[src/rtl/axi_sram_ctrl_if.sv]
// AXI4-Lite bus between picorv32_axi (master) and the SRAM controller (slave).
interface axi_sram_ctrl_if;
  logic        awvalid;
  logic        awready;
  logic [31:0] awaddr;
  logic [2:0]  awprot;
  logic        wvalid;
  logic        wready;
  logic [31:0] wdata;
  logic [3:0]  wstrb;
  logic        bvalid;
  logic        bready;
  logic        arvalid;
  logic        arready;
  logic [31:0] araddr;
  logic [2:0]  arprot;
  logic        rvalid;
  logic        rready;
  logic [31:0] rdata;

  modport slave (
    input  awvalid, awaddr, awprot, wvalid, wdata, wstrb, bready,
           arvalid, araddr, arprot, rready,
    output awready, wready, bvalid, arready, rvalid, rdata
  );

  modport master (
    output awvalid, awaddr, awprot, wvalid, wdata, wstrb, bready,
           arvalid, araddr, arprot, rready,
    input  awready, wready, bvalid, arready, rvalid, rdata
  );
endinterface

[src/rtl/axi_sram_ctrl.sv]
// AXI4-Lite slave sharing one single-port SRAM between read and write channels,
// with round-robin arbitration, a byte-wide MMIO output and an out-of-bounds flag.
module axi_sram_ctrl #(
  parameter int unsigned ADDR_WIDTH = 16,
  parameter logic [31:0] MMIO_ADDR  = 32'h1000_0000
) (
  input  logic                  clk,
  input  logic                  resetn,
  axi_sram_ctrl_if.slave        mem_axi,
  output logic                  sram_en,
  output logic [3:0]            sram_we,
  output logic [ADDR_WIDTH-3:0] sram_addr,
  output logic [31:0]           sram_wdata,
  input  logic [31:0]           sram_rdata,
  output logic                  out_valid,
  output logic [7:0]            out_data,
  output logic                  err,
  output logic [31:0]           err_addr
);

  typedef enum logic [2:0] {
    IDLE, RD_ISSUE, RD_CAPT, RD_RESP, WR_ISSUE, WR_RESP
  } state_t;

  state_t      state;
  logic        rdy_en;     // keeps the ready lines low while in reset
  logic        aw_held, w_held, ar_held;
  logic        prio_wr;
  logic [31:0] aw_addr_q, w_data_q, ar_addr_q;
  logic [3:0]  w_strb_q;
  logic [31:0] cur_addr, cur_wdata;
  logic [3:0]  cur_wstrb;
  logic        rvalid_q, bvalid_q;
  logic [31:0] rdata_q;

  logic aw_hs, w_hs, ar_hs, wr_pend, rd_pend;
  logic in_range, is_mmio, rd_ok, wr_sram, wr_oob;
  logic rd_go, wr_go, mmio_go;
  logic unused_prot;

  assign unused_prot = ^{mem_axi.awprot, mem_axi.arprot};

  assign mem_axi.awready = rdy_en & ~aw_held;
  assign mem_axi.wready  = rdy_en & ~w_held;
  assign mem_axi.arready = rdy_en & ~ar_held;
  assign mem_axi.bvalid  = bvalid_q;
  assign mem_axi.rvalid  = rvalid_q;
  assign mem_axi.rdata   = rdata_q;

  assign aw_hs   = mem_axi.awvalid & mem_axi.awready;
  assign w_hs    = mem_axi.wvalid  & mem_axi.wready;
  assign ar_hs   = mem_axi.arvalid & mem_axi.arready;
  assign wr_pend = aw_held & w_held;
  assign rd_pend = ar_held;

  // Address classification of the transaction currently in service.
  assign in_range = (cur_addr >> ADDR_WIDTH) == 32'd0;
  assign is_mmio  = cur_addr == MMIO_ADDR;
  assign rd_ok    = in_range & ~is_mmio;
  assign wr_sram  = in_range & ~is_mmio;
  assign wr_oob   = ~in_range & ~is_mmio;

  assign rd_go   = (state == RD_ISSUE) & rd_ok;
  assign wr_go   = (state == WR_ISSUE) & wr_sram;
  assign mmio_go = (state == WR_ISSUE) & is_mmio;

  // SRAM strobes and MMIO pulse decoded from the ISSUE states only.
  always_comb begin
    sram_en    = 1'b0;
    sram_we    = 4'd0;
    sram_addr  = '0;
    sram_wdata = 32'd0;
    out_valid  = 1'b0;
    out_data   = 8'd0;
    if (rd_go || wr_go) begin
      sram_en   = 1'b1;
      sram_addr = cur_addr[ADDR_WIDTH-1:2];
    end
    if (wr_go) begin
      sram_we    = cur_wstrb;
      sram_wdata = cur_wdata;
    end
    if (mmio_go) begin
      out_valid = 1'b1;
      out_data  = cur_wdata[7:0];
    end
  end

  // Channel holding registers, arbitration and service FSM.
  always_ff @(posedge clk or negedge resetn) begin
    if (!resetn) begin
      state     <= IDLE;
      rdy_en    <= 1'b0;
      aw_held   <= 1'b0;
      w_held    <= 1'b0;
      ar_held   <= 1'b0;
      prio_wr   <= 1'b1;
      aw_addr_q <= 32'd0;
      w_data_q  <= 32'd0;
      w_strb_q  <= 4'd0;
      ar_addr_q <= 32'd0;
      cur_addr  <= 32'd0;
      cur_wdata <= 32'd0;
      cur_wstrb <= 4'd0;
      rvalid_q  <= 1'b0;
      bvalid_q  <= 1'b0;
      rdata_q   <= 32'd0;
      err       <= 1'b0;
      err_addr  <= 32'd0;
    end else begin
      rdy_en <= 1'b1;
      if (aw_hs) begin
        aw_held   <= 1'b1;
        aw_addr_q <= mem_axi.awaddr;
      end
      if (w_hs) begin
        w_held   <= 1'b1;
        w_data_q <= mem_axi.wdata;
        w_strb_q <= mem_axi.wstrb;
      end
      if (ar_hs) begin
        ar_held   <= 1'b1;
        ar_addr_q <= mem_axi.araddr;
      end
      case (state)
        IDLE: begin
          if (wr_pend && (!rd_pend || prio_wr)) begin
            cur_addr  <= aw_addr_q;
            cur_wdata <= w_data_q;
            cur_wstrb <= w_strb_q;
            aw_held   <= 1'b0;
            w_held    <= 1'b0;
            prio_wr   <= 1'b0;
            state     <= WR_ISSUE;
          end else if (rd_pend) begin
            cur_addr <= ar_addr_q;
            ar_held  <= 1'b0;
            prio_wr  <= 1'b1;
            state    <= RD_ISSUE;
          end
        end
        RD_ISSUE: begin
          if (!rd_ok) begin
            err <= 1'b1;
            if (!err) err_addr <= cur_addr;
          end
          state <= RD_CAPT;
        end
        RD_CAPT: begin
          rdata_q  <= rd_ok ? sram_rdata : 32'd0;
          rvalid_q <= 1'b1;
          state    <= RD_RESP;
        end
        RD_RESP: begin
          if (mem_axi.rready) begin
            rvalid_q <= 1'b0;
            state    <= IDLE;
          end
        end
        WR_ISSUE: begin
          if (wr_oob) begin
            err <= 1'b1;
            if (!err) err_addr <= cur_addr;
          end
          bvalid_q <= 1'b1;
          state    <= WR_RESP;
        end
        WR_RESP: begin
          if (mem_axi.bready) begin
            bvalid_q <= 1'b0;
            state    <= IDLE;
          end
        end
        default: state <= IDLE;
      endcase
    end
  end

endmodule

[src/flat_wrapper.sv]
// flat-port wrapper written by rule: the top's interface ports become plain ports
module axi_sram_ctrl_flat 
#(
  parameter int unsigned ADDR_WIDTH = 16,
  parameter logic [31:0] MMIO_ADDR  = 32'h1000_0000
)
  (clk, resetn, sram_en, sram_we, sram_addr, sram_wdata, sram_rdata, out_valid, out_data, err, err_addr, mem_axi_awvalid, mem_axi_awaddr, mem_axi_awprot, mem_axi_wvalid, mem_axi_wdata, mem_axi_wstrb, mem_axi_bready, mem_axi_arvalid, mem_axi_araddr, mem_axi_arprot, mem_axi_rready, mem_axi_awready, mem_axi_wready, mem_axi_bvalid, mem_axi_arready, mem_axi_rvalid, mem_axi_rdata);
  axi_sram_ctrl_if mem_axi_i ();
  input  logic clk;
  input  logic resetn;
  output logic sram_en;
  output logic [3:0] sram_we;
  output logic [ADDR_WIDTH-3:0] sram_addr;
  output logic [31:0] sram_wdata;
  input  logic [31:0] sram_rdata;
  output logic out_valid;
  output logic [7:0] out_data;
  output logic err;
  output logic [31:0] err_addr;
  input wire logic [$bits(mem_axi_i.awvalid)-1:0] mem_axi_awvalid;
  input wire logic [$bits(mem_axi_i.awaddr)-1:0] mem_axi_awaddr;
  input wire logic [$bits(mem_axi_i.awprot)-1:0] mem_axi_awprot;
  input wire logic [$bits(mem_axi_i.wvalid)-1:0] mem_axi_wvalid;
  input wire logic [$bits(mem_axi_i.wdata)-1:0] mem_axi_wdata;
  input wire logic [$bits(mem_axi_i.wstrb)-1:0] mem_axi_wstrb;
  input wire logic [$bits(mem_axi_i.bready)-1:0] mem_axi_bready;
  input wire logic [$bits(mem_axi_i.arvalid)-1:0] mem_axi_arvalid;
  input wire logic [$bits(mem_axi_i.araddr)-1:0] mem_axi_araddr;
  input wire logic [$bits(mem_axi_i.arprot)-1:0] mem_axi_arprot;
  input wire logic [$bits(mem_axi_i.rready)-1:0] mem_axi_rready;
  output wire logic [$bits(mem_axi_i.awready)-1:0] mem_axi_awready;
  output wire logic [$bits(mem_axi_i.wready)-1:0] mem_axi_wready;
  output wire logic [$bits(mem_axi_i.bvalid)-1:0] mem_axi_bvalid;
  output wire logic [$bits(mem_axi_i.arready)-1:0] mem_axi_arready;
  output wire logic [$bits(mem_axi_i.rvalid)-1:0] mem_axi_rvalid;
  output wire logic [$bits(mem_axi_i.rdata)-1:0] mem_axi_rdata;
  assign mem_axi_i.awvalid = mem_axi_awvalid;
  assign mem_axi_i.awaddr = mem_axi_awaddr;
  assign mem_axi_i.awprot = mem_axi_awprot;
  assign mem_axi_i.wvalid = mem_axi_wvalid;
  assign mem_axi_i.wdata = mem_axi_wdata;
  assign mem_axi_i.wstrb = mem_axi_wstrb;
  assign mem_axi_i.bready = mem_axi_bready;
  assign mem_axi_i.arvalid = mem_axi_arvalid;
  assign mem_axi_i.araddr = mem_axi_araddr;
  assign mem_axi_i.arprot = mem_axi_arprot;
  assign mem_axi_i.rready = mem_axi_rready;
  assign mem_axi_awready = mem_axi_i.awready;
  assign mem_axi_wready = mem_axi_i.wready;
  assign mem_axi_bvalid = mem_axi_i.bvalid;
  assign mem_axi_arready = mem_axi_i.arready;
  assign mem_axi_rvalid = mem_axi_i.rvalid;
  assign mem_axi_rdata = mem_axi_i.rdata;
  axi_sram_ctrl #(.ADDR_WIDTH(ADDR_WIDTH), .MMIO_ADDR(MMIO_ADDR)) u_core (.clk(clk), .resetn(resetn), .mem_axi(mem_axi_i), .sram_en(sram_en), .sram_we(sram_we), .sram_addr(sram_addr), .sram_wdata(sram_wdata), .sram_rdata(sram_rdata), .out_valid(out_valid), .out_data(out_data), .err(err), .err_addr(err_addr));
endmodule
[config.mk]
export PLATFORM = sky130hd
export DESIGN_NAME = axi_sram_ctrl_flat
export DESIGN_NICKNAME = d
export VERILOG_FILES = /design/src/rtl/axi_sram_ctrl_if.sv /design/src/rtl/axi_sram_ctrl.sv /design/src/flat_wrapper.sv
export SDC_FILE = /design/constraint.sdc
export NUM_CORES = 1
export LEC_CHECK = 0
export CORE_UTILIZATION = 52
export DETAILED_ROUTE_END_ITERATION = 12
export MAX_ROUTING_LAYER = met4
export PLACE_DENSITY = 0.86
export SKIP_LAST_GASP = 1
export SLEW_MARGIN = 20
export SYNTH_ARGS = -nofsm -noshare
export SYNTH_HDL_FRONTEND = slang
export SYNTH_SLANG_ARGS = --single-unit
[constraint.sdc]
create_clock -name clk -period 3.38 [get_ports clk]
set_input_delay 0.676 -clock clk [delete_from_list [all_inputs] [get_ports clk]]
set_output_delay 0.676 -clock clk [all_outputs]
set_load 0.02 [all_outputs]
# Word-level counts from Yosys, hierarchy flattened
# Cells that the tools add are included.
# word_totals
wordCells	99
output_inout_bits	130
inputBits	145
register_bits	243
# op_classes
bitwise	17
n_eq_ne	11
reduce_logical	16
mux	37
# op_table
cell	n
32-bit two-way mux	7
32-bit case mux with 2 select lines	1
32-bit by 29-bit equality test with 1-bit output, second input constant	1
32-bit zero test	1
1-bit two-way mux	18
3-bit case mux with 6 select lines	1
14-bit two-way mux	1
1-bit bitwise AND	12
3-bit two-way mux	4
8-bit two-way mux	1
2-bit AND reduction	4
2-bit nonzero test	4
3-bit by 2-bit equality test with 1-bit output, second input constant	2
3-bit equality test, second input constant	2
2-bit inequality test, second input constant	3
1-bit case mux with 2 select lines	3
3-bit AND reduction	2
1-bit inverter	5
4-bit two-way mux	1
3-bit by 1-bit equality test with 1-bit output, second input constant	1
3-bit zero test	1
3-bit by 1-bit inequality test with 1-bit output, second input constant	1
1-bit logical OR	2
2-bit by 1-bit inequality test with 1-bit output, second input constant	1
2 further kinds	2

# Depth between registers and ports, before layout
# Gate-level depths: netlist of the first run.
# depth
depth_word	7
mapped_depth	8
mapped_depth_nobuf	5

# Least setup slack after synthesis of the first run
# No wires, ideal clock.
# synth_timing
path_type	register to output
start	register u_core.cur_addr[20]
end	output sram_addr[10]
t_arrival_ns	1.853
setup_slack_ns	0.851
path_stages_with_launch	7
n_path_buf	1
required_time_ns	2.704
path_cell_list	dfrtp_1 -> nor4_1 -> nand4_1 -> or2_2 -> nor3_2 -> buf_2 -> and2_1
# synth_between
elab_chain_len	6
word_cells_on_any_way	8
cone_classes	eq/ne: 1; mux: 1; bitwise: 4; reduce/logical: 2
# synth_lines
item	line	text
from (decl)	axi_sram_ctrl.sv:31	logic [31:0] cur_addr, cur_wdata;
from (signal assigned)	axi_sram_ctrl.sv:128	cur_addr <= aw_addr_q;
from (signal assigned)	axi_sram_ctrl.sv:136	cur_addr <= ar_addr_q;
32-bit by 29-bit equality test with 1-bit output	axi_sram_ctrl.sv:58	assign is_mmio = cur_addr == MMIO_ADDR;
1-bit inverter	axi_sram_ctrl.sv:59, axi_sram_ctrl.sv:60	
1-bit bitwise AND (*)	axi_sram_ctrl.sv:59, axi_sram_ctrl.sv:60	
1-bit bitwise AND, on equally long branches	axi_sram_ctrl.sv:63, axi_sram_ctrl.sv:64	
1-bit logical OR (*)	axi_sram_ctrl.sv:75	if (rd_go || wr_go) begin
14-bit two-way mux (*)	axi_sram_ctrl.sv:75	
to (decl)	flat_wrapper.sv:13	output logic [ADDR_WIDTH-3:0] sram_addr;
# Every way passes the cells marked *; elsewhere a longest branch is shown, timed or not.

# Worst setup path after layout of the first run
# layout_timing
start	register u_core.cur_addr[25]
end	output sram_wdata[18]
# layout_between
elab_chain_len	5
word_cells_on_any_way	6
cone_classes	eq/ne: 1; mux: 1; bitwise: 3; reduce/logical: 1
# layout_lines
item	line	text
32-bit by 29-bit equality test with 1-bit output	axi_sram_ctrl.sv:58	
1-bit inverter	axi_sram_ctrl.sv:60	assign wr_sram = in_range & ~is_mmio;
1-bit bitwise AND (*)	axi_sram_ctrl.sv:60	
1-bit bitwise AND (*)	axi_sram_ctrl.sv:64	assign wr_go = (state == WR_ISSUE) & wr_sram;
32-bit two-way mux (*)	axi_sram_ctrl.sv:79	if (wr_go) begin
to (decl)	flat_wrapper.sv:14	output logic [31:0] sram_wdata;
# Marks and branches as above.

==> results of run 1 <==
==> synthesized netlist by cell type, drive strengths merged, types with 2 or more instances <==
master    n
a21oi    38
a22o     32
dfrtp   242
nor2     41
nand4     2
nand3b    2
nand2    12
and2     58
nor3      6
nor4      7
nor2b     3
mux2    168
buf      30
mux2i    32
clkbuf   12
==> state kept, by name (all words and copies together), names as in the netlist, 3 cells and up <==
| register | flops |
|---|---|
| u_core.state | 3 |
| u_core.err_addr | 32 |
| u_core.w_data_q | 32 |
| u_core.cur_addr | 32 |
| u_core.cur_wdata | 32 |
| u_core.w_strb_q | 4 |
| u_core.mem_axi.rdata | 32 |
| u_core.aw_addr_q | 32 |
| u_core.ar_addr_q | 32 |
| u_core.cur_wstrb | 4 |
==> per-layer routing <==
| metal | share of wire | wire, um | up-vias |
|---|---|---|---|
| met2 | 0.50 | 11800 | 220 |
| met3 | 0.064 | 1510 | 65 |
| li1 | - | - | 3011 |
| met1 | 0.40 | 9560 | 3421 |
| met4 | 0.036 | 859 | 0 |
| met5 | 0 | 0 | - |
==> final cells by class <==
| type | count | share of cell area |
|---|---|---|
| Inverter | 1 | 0.000278 |
| Clock inverter | 8 | 0.00686 |
| Clock buffer | 39 | 0.0571 |
| Sequential cell | 243 | 0.451 |
| Timing Repair Buffer | 290 | 0.201 |
| Tap cell | 229 | 0.0212 |
| Multi-Input combinational cell | 415 | 0.263 |
==> repair_timing <==
| action | 4_1_cts | 5_1_grt |
|---|---|---|
| buffers inserted | 2 | 1 |
| gates resized for setup | 65 | 81 |
| pin swaps | 2 | 2 |
| cloned | 1 | 0 |
| setup endpoints to repair | 60 | 40 |
==> where the power goes <==
part           switching [mW]  internal, mW
logic                    1.56          1.82
registers               0.795          4.16
clock network            1.12          1.72
total                    3.47          7.71
==> cell families after synthesis <==
kind of cell | share of synthesized area
AOI/OAI and AO/OA | 0.0525
xor gates and xnor gates | 0.000896
buffers and inverters | 0.0213
DFF | 0.622
muxes | 0.227
other | 0.000384
and+or+nand+nor | 0.0758
==> worst max-delay path, stage by stage, from the launching register on <==
cell and delay (ps):
dfrtp_1 430, nor4_4 350, nand4_1 210, buf_4 210, nor3_4 170, buf_4 170, bufbuf_16 270, and2_1 130
clkbuf_2 170
==> final timing paths <==
kind	from	to	slack, ps	cells past startpoint
worst min-delay path	resetn	u_core.err_addr[19]	90	1
worst max-delay path	u_core.cur_addr[25]	sram_wdata[18]	70	8
min in group clk	u_core.mem_axi.rvalid	u_core.mem_axi.rvalid	480	2
worst min register to register	u_core.mem_axi.rvalid	u_core.mem_axi.rvalid	480	2
max in group asynchronous	resetn	u_core.prio_wr	2390	2
worst max register to register	u_core.state[0]	u_core.err_addr[30]	550	8
==> metrics by stage <==
| stage | util | setup WS (ps) |
|---|---|---|
| final | 0.741 | 71.3 |
| after global routing | 0.741 | -72.6 |
| after CTS | 0.748 | -85.6 |
| after detailed placement | 0.701 | 186 |
| after global placement | 0.701 | 188 |
| after floorplan | - | 851 |
==> run metrics, run 1 <==
M2 GR Usage 0.432; P_leak approximately 6 nW; Final nets between 1000 and 1500; Post-synth EDFFs 0; Final Skew roughly 8.0 ps; layout cells sized above 1 0.283; RSZ-0062 raised after global routing true; violated checks design-rule violations; Req. time, crit path 2700 ps; Post-synth ARST share 1.00; Max Cap Violations 0; GRT Max-Usage Layer met2; Max Transition Viols Final 0; Iteration-0 DRC Markers roughly 290; Syn. warnings 0; top cell type by total area after synthesis dfrtp_1; # IOs approximately 280; Num CTS Buffers 26; fmax 302 MHz; CP Class flop to primary output; clk root buf clkbuf_16; gr usage total 0.260; Synth area leaders dfrtp_1 62%, mux2_2 19%, and2_1 3.7%; Overflow after GRT 0; DIE HEIGHT approximately 140 um; VDD IR-drop max just under 500 uV; M1 GR Usage 0.315; Sequential Area 6080 sq um; Core Area ~18000 sq um; drt first pass iters 12; TritonCTS clock tree done; Vias/cell ~5.5; total power draw 11.2 mW; share of the yosys chip area belonging to registers 0.622; GRT met3 Usage 0.0573; Mapped Nets 846; initial antenna violation count 0; number of global-route vias before repair slightly above 7000; # fillers between 1000 and 1500; setup violators final 0; Hold WS approximately 91 ps; distinct cell type count after synthesis 37; first-pass GRT wire length around 38 mm; multi-input logic area 3540 sq um; setup total negative slack 0 ps; die area slightly below 20000 sq um; Worst setup EP type primary output; actual slew at the worst max-slew pin 834 ps; Final Instance Area 13500 sq um; critical path fanouts, max 18; pwr dens just over 800 nW/um^2; commonest non-fill, non-tap cell in the layout dfrtp_1; dpl cell area about 13000 sq um; Final Hold Vio Count 0; ys flop type dfrtp_1; status finished with violations; Die X approximately 140 um; top cell type's share of synthesized area 0.620; final period utilization 0.979; clock latency at the later pin of the worst-skew pair approximately 520 ps; Post-Syn Area just under 10000 sq um; cells after synthesis between 700 and 800; Hold Path Class input pin to async pin; count of buffers from port buffering around 270; final worst path period need 3310 ps; hpwl dp between 15 and 20 mm; most frequent cells in the layout 242 x dfrtp_1, 207 x clkdlybuf4s50_1, 167 x mux2_2, 58 x and2_1, 40 x nor2_1; # diodes 0; synthesized flop and latch total approximately 240; wire length per cell approximately 19 um; RePlAce Congestion ~0.82; clock transition at the registers of the reported paths approximately 60 ps; largest net degree at the start of global routing 80; Rows 49; via count around 6700; WL final 23.7 mm; post-route ant nets 0; buffer depth of the longest clock path 3; # H-tree levels 1; DRC viols 17; Area Growth Syn to Fin 38.1%; post-synthesis area per instance ~14 sq um; Startpoint Class flop; hold buffers post-CTS 0; CTS Sinks about 240; fin cells 1225; Initial Util 0.537; max_slew headroom 0.442; Post-Place Cells approximately 1200; arrival time of the worst setup path roughly 2600 ps
Power figures use the tool's default switching activity.
==> run 2: changes to the inputs <==
CORE_MARGIN = 2   (was not set)
==> run 2 against run 1 <==
  * The flow now finishes without violations
  * Worst setup slack improved by 57 ps
  * Power shrank 0.53%
  * Sequential power about the same
  * Final area up 0.89%
  * Register-to-register slack better by 290 ps
  * Clock power about the same
  * Count of clock-buffer cells in the layout fell by 2
  * Global-route usage decreased by 1.8 points
  * Via count decreased by 2.3%
  * Largest cell class unchanged
  * Sequential share of layout area shrank 0.40 points
  * Die area is 2.9% higher
==> run metrics, run 2 (synthesized netlist as in run 1, its figures left out) <==
via count 6562 (was 6717); final worst path period need 3250 ps (was 3310 ps); hold buffers post-CTS 0 (unchanged); drt first pass iters 4 (was 12); pwr dens 817 nW/um^2 (was 829 nW/um^2); RePlAce Congestion 0.810 (was 0.817); Final Hold Vio Count 0 (unchanged); clk root buf clkbuf_16 (unchanged); Iteration-0 DRC Markers 318 (was 285); # H-tree levels 1 (unchanged); post-route ant nets 0 (unchanged); arrival time of the worst setup path 2580 ps (was 2630 ps); Final Skew 7.03 ps (was 8.04 ps); CP max stage delay 410 ps (was 430 ps); Hold Path Class input pin to async pin (unchanged); clock transition at the registers of the reported paths 60 ps (about the same); Final Instance Area 13600 sq um (was 13500 sq um); most frequent cells in the layout 242 x dfrtp_1, 207 x clkdlybuf4s50_1, 167 x mux2_2, 58 x and2_1, 40 x nor2_1 (unchanged); Worst setup EP type primary output (unchanged); die area 19900 sq um (was 19300 sq um); first-pass GRT wire length 37.2 mm (was 38.2 mm); total power draw 11.1 mW (was 11.2 mW); Initial Util 0.526 (was 0.537); largest net degree at the start of global routing 81 (was 80); Area Growth Syn to Fin 39.3% (was 38.1%); clock latency at the later pin of the worst-skew pair 520 ps (about the same); actual slew at the worst max-slew pin 756 ps (was 834 ps); final period utilization 0.962 (was 0.979); DRC viols 0 (was 17); critical path fanouts, max 11 (was 18); fmax 308 MHz (was 302 MHz); number of global-route vias before repair 7012 (was 7084); Req. time, crit path 2700 ps (about the same); commonest non-fill, non-tap cell in the layout dfrtp_1 (unchanged); dpl cell area 12800 sq um (about the same); wire length per cell 18.8 um (was 19.4 um); hpwl dp 15.8 mm (about the same); Rows 50 (was 49); max_slew headroom 0.496 (was 0.442); Num CTS Buffers 26 (unchanged); Max Cap Violations 0 (unchanged); Die X 141 um (was 139 um); CTS Sinks 243 (unchanged); # IOs 275 (unchanged); CP Class flop to primary output (unchanged); crit-path most repeated cell buf_4 (unchanged); DIE HEIGHT 141 um (was 139 um); WL final 23.2 mm (was 23.7 mm); Startpoint Class flop (unchanged); status finished, final reports clean (was finished with violations); Slowest-stage cell, CP dfrtp_1 (unchanged); VDD IR-drop max 529 uV (was 494 uV); setup violators final 0 (unchanged); layout cells sized above 1 0.265 (was 0.283); P_leak 6.50 nW (was 6.15 nW); count of buffers from port buffering 268 (unchanged); TritonCTS clock tree done (unchanged); Vias/cell 5.33 (was 5.48); Max Transition Viols Final 0 (unchanged); Core Area 18600 sq um (was 18200 sq um); gr usage total 0.242 (was 0.260); Final nets 1122 (unchanged); buffer depth of the longest clock path 3 (unchanged); initial antenna violation count 1 (was 0); CP cell instances nor4_4, nand4_1, buf_4, nor4_2, buf_4, and2_1, clkdlybuf4s15_1 (was nor4_4, nand4_1, buf_4, nor3_4, buf_4, bufbuf_16, and2_1, clkbuf_2); # fillers 1274 (was 1220); Overflow after GRT 0 (unchanged)
==> run 2: cell count changes in the layout (fill, tap and decap cells not counted), sizes merged, moves of 2 or more <==
cell and change:
dlymetal6s2s +25, clkbuf -20, dlygate4sd2 -18, clkdlybuf4s15 +12
clkinv +2
==> run 2: timing repair <==
action | in CTS | in global routing
gates resized for setup | 37 | 82
endpoints found under the setup margin | 60 | 59
buffers inserted | 0 | 2
pin swaps | 1 | 1
==> run 2: metal layers <==
layer  GRT usage  wire length, um  part of all wire
met4      0.0858              850             0.037
met1       0.298             9460              0.41
met3      0.0540             1310             0.056
met5           -                0                 0
met2       0.397            11600              0.50
==> run 2: final cells by class <==
class	instances	area (sq um)	area share
multi-input cells	415	3530	0.260
repair buffers	290	2840	0.209
clock buffers	37	763	0.0561
diodes	1	2.50	0.000184
inverters	1	3.75	0.000276
well taps	234	293	0.0215
clock inverters	9	95.1	0.00698
flip-flops and latches	243	6080	0.447
==> run 2: power by group <==
part	switching, mW	internal [mW]	leakage, nW
Sequential	0.772	4.16	2.98
Clock	1.10	1.71	0.430
Combinational	1.55	1.82	3.09
Total	3.42	7.70	6.50
==> run 2: path summary, 6_finish.rpt <==
check / depth (start not counted) / slack [ps] / from / to
hold reg to reg: 2 / 480 / u_core.mem_axi.bvalid / u_core.mem_axi.bvalid
setup / recovery: 7 / 130 / u_core.cur_addr[19] / out_data[7]
hold / removal: 1 / 100 / resetn / u_core.ar_addr_q[6]
max in group asynchronous: 2 / 2400 / resetn / u_core.w_data_q[18]
min in group clk: 2 / 480 / u_core.mem_axi.bvalid / u_core.mem_axi.bvalid
setup reg to reg: 9 / 840 / u_core.cur_addr[19] / u_core.err_addr[10]
==> run 2: metrics by stage <==
| step | TNS (ps) | util | std cells | worst slack (ps) | hold WS [ps] |
|---|---|---|---|---|---|
| 2_1_floorplan | 0 | - | 701 | 851 | 380 |
| 3_3_place_gp | 0 | 0.686 | 1181 | 159 | 462 |
| 3_5_place_dp | 0 | 0.686 | 1181 | 168 | 468 |
| 4_1_cts | -5430 | 0.731 | 1227 | -238 | 123 |
| 5_1_grt | -0.687 | 0.733 | 1230 | -0.687 | 138 |
| 6_report | 0 | 0.733 | 1230 | 128 | 96.2 |
==> run 2: worst max-delay path, delay by kind of cell (launching register included) <==
kind | cells | cell delay (ps)
simple gates | 4 | 920
flops | 1 | 410
buf+inv | 3 | 730
==> run 3: changes to the inputs <==
CORE_UTILIZATION = 43   (was 52)
PLACE_DENSITY = 0.76   (was 0.86)
clock period = 2.8 ns   (was 3.38 ns; I/O delays follow)
==> run 3 against run 2 <==
  * Critical path depth rose by 1
  * Final area up 4.6%
  * Sequential power up 19%
  * Count of clock-buffer cells in the layout rose by 1
  * Clock skew rose by 1.7 ps
  * Via count up 1.5%
  * Worst hold slack got worse by 96 ps
  * The flow now finishes with violations (negative setup slack)
  * Highest routed layer unchanged
==> run metrics, run 3 (synthesized netlist as in run 1, its figures left out) <==
status finished with violations (was finished, final reports clean); violated checks negative setup slack; TritonCTS clock tree done (unchanged); Critical Path End sram_addr[0] (was out_data[7]); Final WS setup -215 ps (was 128 ps); largest net degree at the start of global routing 77 (was 81); actual slew at the worst max-slew pin 607 ps (was 756 ps); RSZ-0062 raised after global routing true; clock transition at the registers of the reported paths 60 ps (about the same); CP Class flop to primary output (unchanged); Max Cap Violations 0 (unchanged); Hold Path Class input pin to async pin (unchanged); CTS Sinks 243 (unchanged); final worst path period need 3010 ps; RR Endpoint u_core.err_addr[10] (unchanged); Post-Place Cells 1254 (was 1181); P_leak 6.41 nW (was 6.50 nW); critical path fanouts, max 8 (was 11); Iteration-0 DRC Markers 267 (was 318); clock latency at the later pin of the worst-skew pair 520 ps (about the same); # IOs 275 (unchanged); RePlAce Congestion 0.755 (was 0.810); die area 23900 sq um (was 19900 sq um); crit-path most repeated cell buf_6 (was buf_4); wire length per cell 18.7 um (was 18.8 um); Initial Util 0.434 (was 0.526); Worst setup EP type primary output (unchanged); number of global-route vias before repair 6905 (was 7012); # H-tree levels 1 (unchanged); r2r worst-path depth 12 (was 9); critical path launch point u_core.cur_addr[19] (unchanged); count of buffers from port buffering 268 (unchanged); Die X 155 um (was 141 um); Final Skew 8.77 ps (was 7.03 ps); post-route ant nets 0 (unchanged); most frequent cells in the layout 242 x dfrtp_1, 207 x clkdlybuf4s50_1, 167 x mux2_2, 58 x buf_4, 46 x buf_6 (was 242 x dfrtp_1, 207 x clkdlybuf4s50_1, 167 x mux2_2, 58 x and2_1, 40 x nor2_1); Startpoint Class flop (unchanged); fin cells 1314 (was 1230); CP max stage delay 390 ps (was 410 ps); fmax 332 MHz; drt first pass iters 4 (unchanged); R2R Setup Slk 170 ps (was 840 ps); Max Transition Viols Final 0 (unchanged); final period utilization 1.08; DRC viols 0 (unchanged); Slowest-stage cell, CP dfrtp_1 (unchanged); WL final 24.6 mm (was 23.2 mm); Post-Place Worst Slack -180 ps (was 168 ps); CP cell instances nor4_2, buf_4, nand4_1, or2_4, nor3_4, buf_6, and2_4, buf_6 (was nor4_4, nand4_1, buf_4, nor4_2, buf_4, and2_1, clkdlybuf4s15_1); max_slew headroom 0.595 (was 0.496); hold buffers post-CTS 0 (unchanged); Overflow after GRT 0 (unchanged); Area Growth Syn to Fin 45.7% (was 39.3%); clk root buf clkbuf_16 (unchanged); first-pass GRT wire length 38.1 mm (was 37.2 mm); VDD IR-drop max 507 uV (was 529 uV); arrival time of the worst setup path 2450 ps (was 2580 ps); Final Hold Vio Count 0 (unchanged); # diodes 0 (was 1); buffer depth of the longest clock path 3 (unchanged); commonest non-fill, non-tap cell in the layout dfrtp_1 (unchanged); Final Instance Area 14200 sq um (was 13600 sq um); pwr dens 969 nW/um^2 (was 817 nW/um^2); hpwl dp 16.1 mm (was 15.8 mm); setup violators final 60 (was 0); launching point of the worst reg2reg path u_core.cur_addr[19] (unchanged); Vias/cell 5.07 (was 5.33); Core Area 22500 sq um (was 18600 sq um); via count 6663 (was 6562); Final nets 1154 (was 1122); Rows 55 (was 50); Req. time, crit path 2240 ps (was 2700 ps); gr usage total 0.208 (was 0.242); Hold WS 0.387 ps (was 96.2 ps); dpl cell area 13000 sq um (was 12800 sq um); Num CTS Buffers 26 (unchanged); layout cells sized above 1 0.368 (was 0.265); initial antenna violation count 0 (was 1); DIE HEIGHT 155 um (was 141 um)
## run 3: per-stage QoR
step	TNS [ps]	total power [mW]	utilization
global placement	-8970	10.1	0.580
finish	-10070	13.8	0.633
CTS	-16100	13.9	0.629
global route	-17640	14.6	0.633
detailed placement	-8020	10.3	0.580
floorplan	0	8.50	-
## run 3: cell type report
| type | instances | area (sq um) |
|---|---|---|
| fill | 1743 | 8270 |
| clock inverter | 10 | 81.3 |
| timing repair buffer | 322 | 3260 |
| multi-input combinational | 415 | 3650 |
| tap | 285 | 357 |
| inverter | 1 | 3.75 |
| clock buffer | 38 | 807 |
| sequential | 243 | 6080 |
## run 3: timing repair
| action | CTS | global route |
|---|---|---|
| hold endpoints to repair | 0 | 0 |
| resized for setup | 378 | 18 |
| pin swaps | 22 | 8 |
| setup buffers | 3 | 5 |
| gates cloned | 5 | 0 |
| setup endpoints to repair | 60 | 76 |
## run 3: worst min path at each step
| stage | startpoint | end | slack, ps | depth (start not counted) |
|---|---|---|---|---|
| after floorplan | resetn | u_core.ar_addr_q[0] | 260 | 0 |
| after global placement | u_core.mem_axi.rvalid | u_core.mem_axi.rvalid | 460 | 2 |
| after detailed placement | u_core.mem_axi.bvalid | u_core.mem_axi.bvalid | 480 | 2 |
| after CTS | resetn | u_core.aw_addr_q[24] | 40 | 1 |
| after global routing | resetn | u_core.ar_addr_q[19] | 50 | 1 |
| final | resetn | u_core.ar_addr_q[19] | 0.4 | 1 |
## run 3: report_power, final
part	internal, mW	total [mW]	switching, mW	leakage, nW
Sequential	5.03	5.88	0.856	2.98
Combinational	2.41	4.45	2.04	2.98
Clock	2.09	3.47	1.38	0.446
## run 3: worst max-delay path, delay by kind of cell (launching register included)
kind	cells	cell delay (ps)
and+or+nand+nor	5	1110
buffers and inverters	3	440
DFF	1	390
## run 3: layer usage
metal / track usage / share of wire / vias up / routed length (um)
met3: 0.0387 / 0.053 / 31 / 1300
met4: 0.0538 / 0.019 / 0 / 467
met1: 0.268 / 0.43 / 3377 / 10600
met5: - / 0 / - / 0
li1: - / - / 3072 / -
met2: 0.342 / 0.49 / 183 / 12100
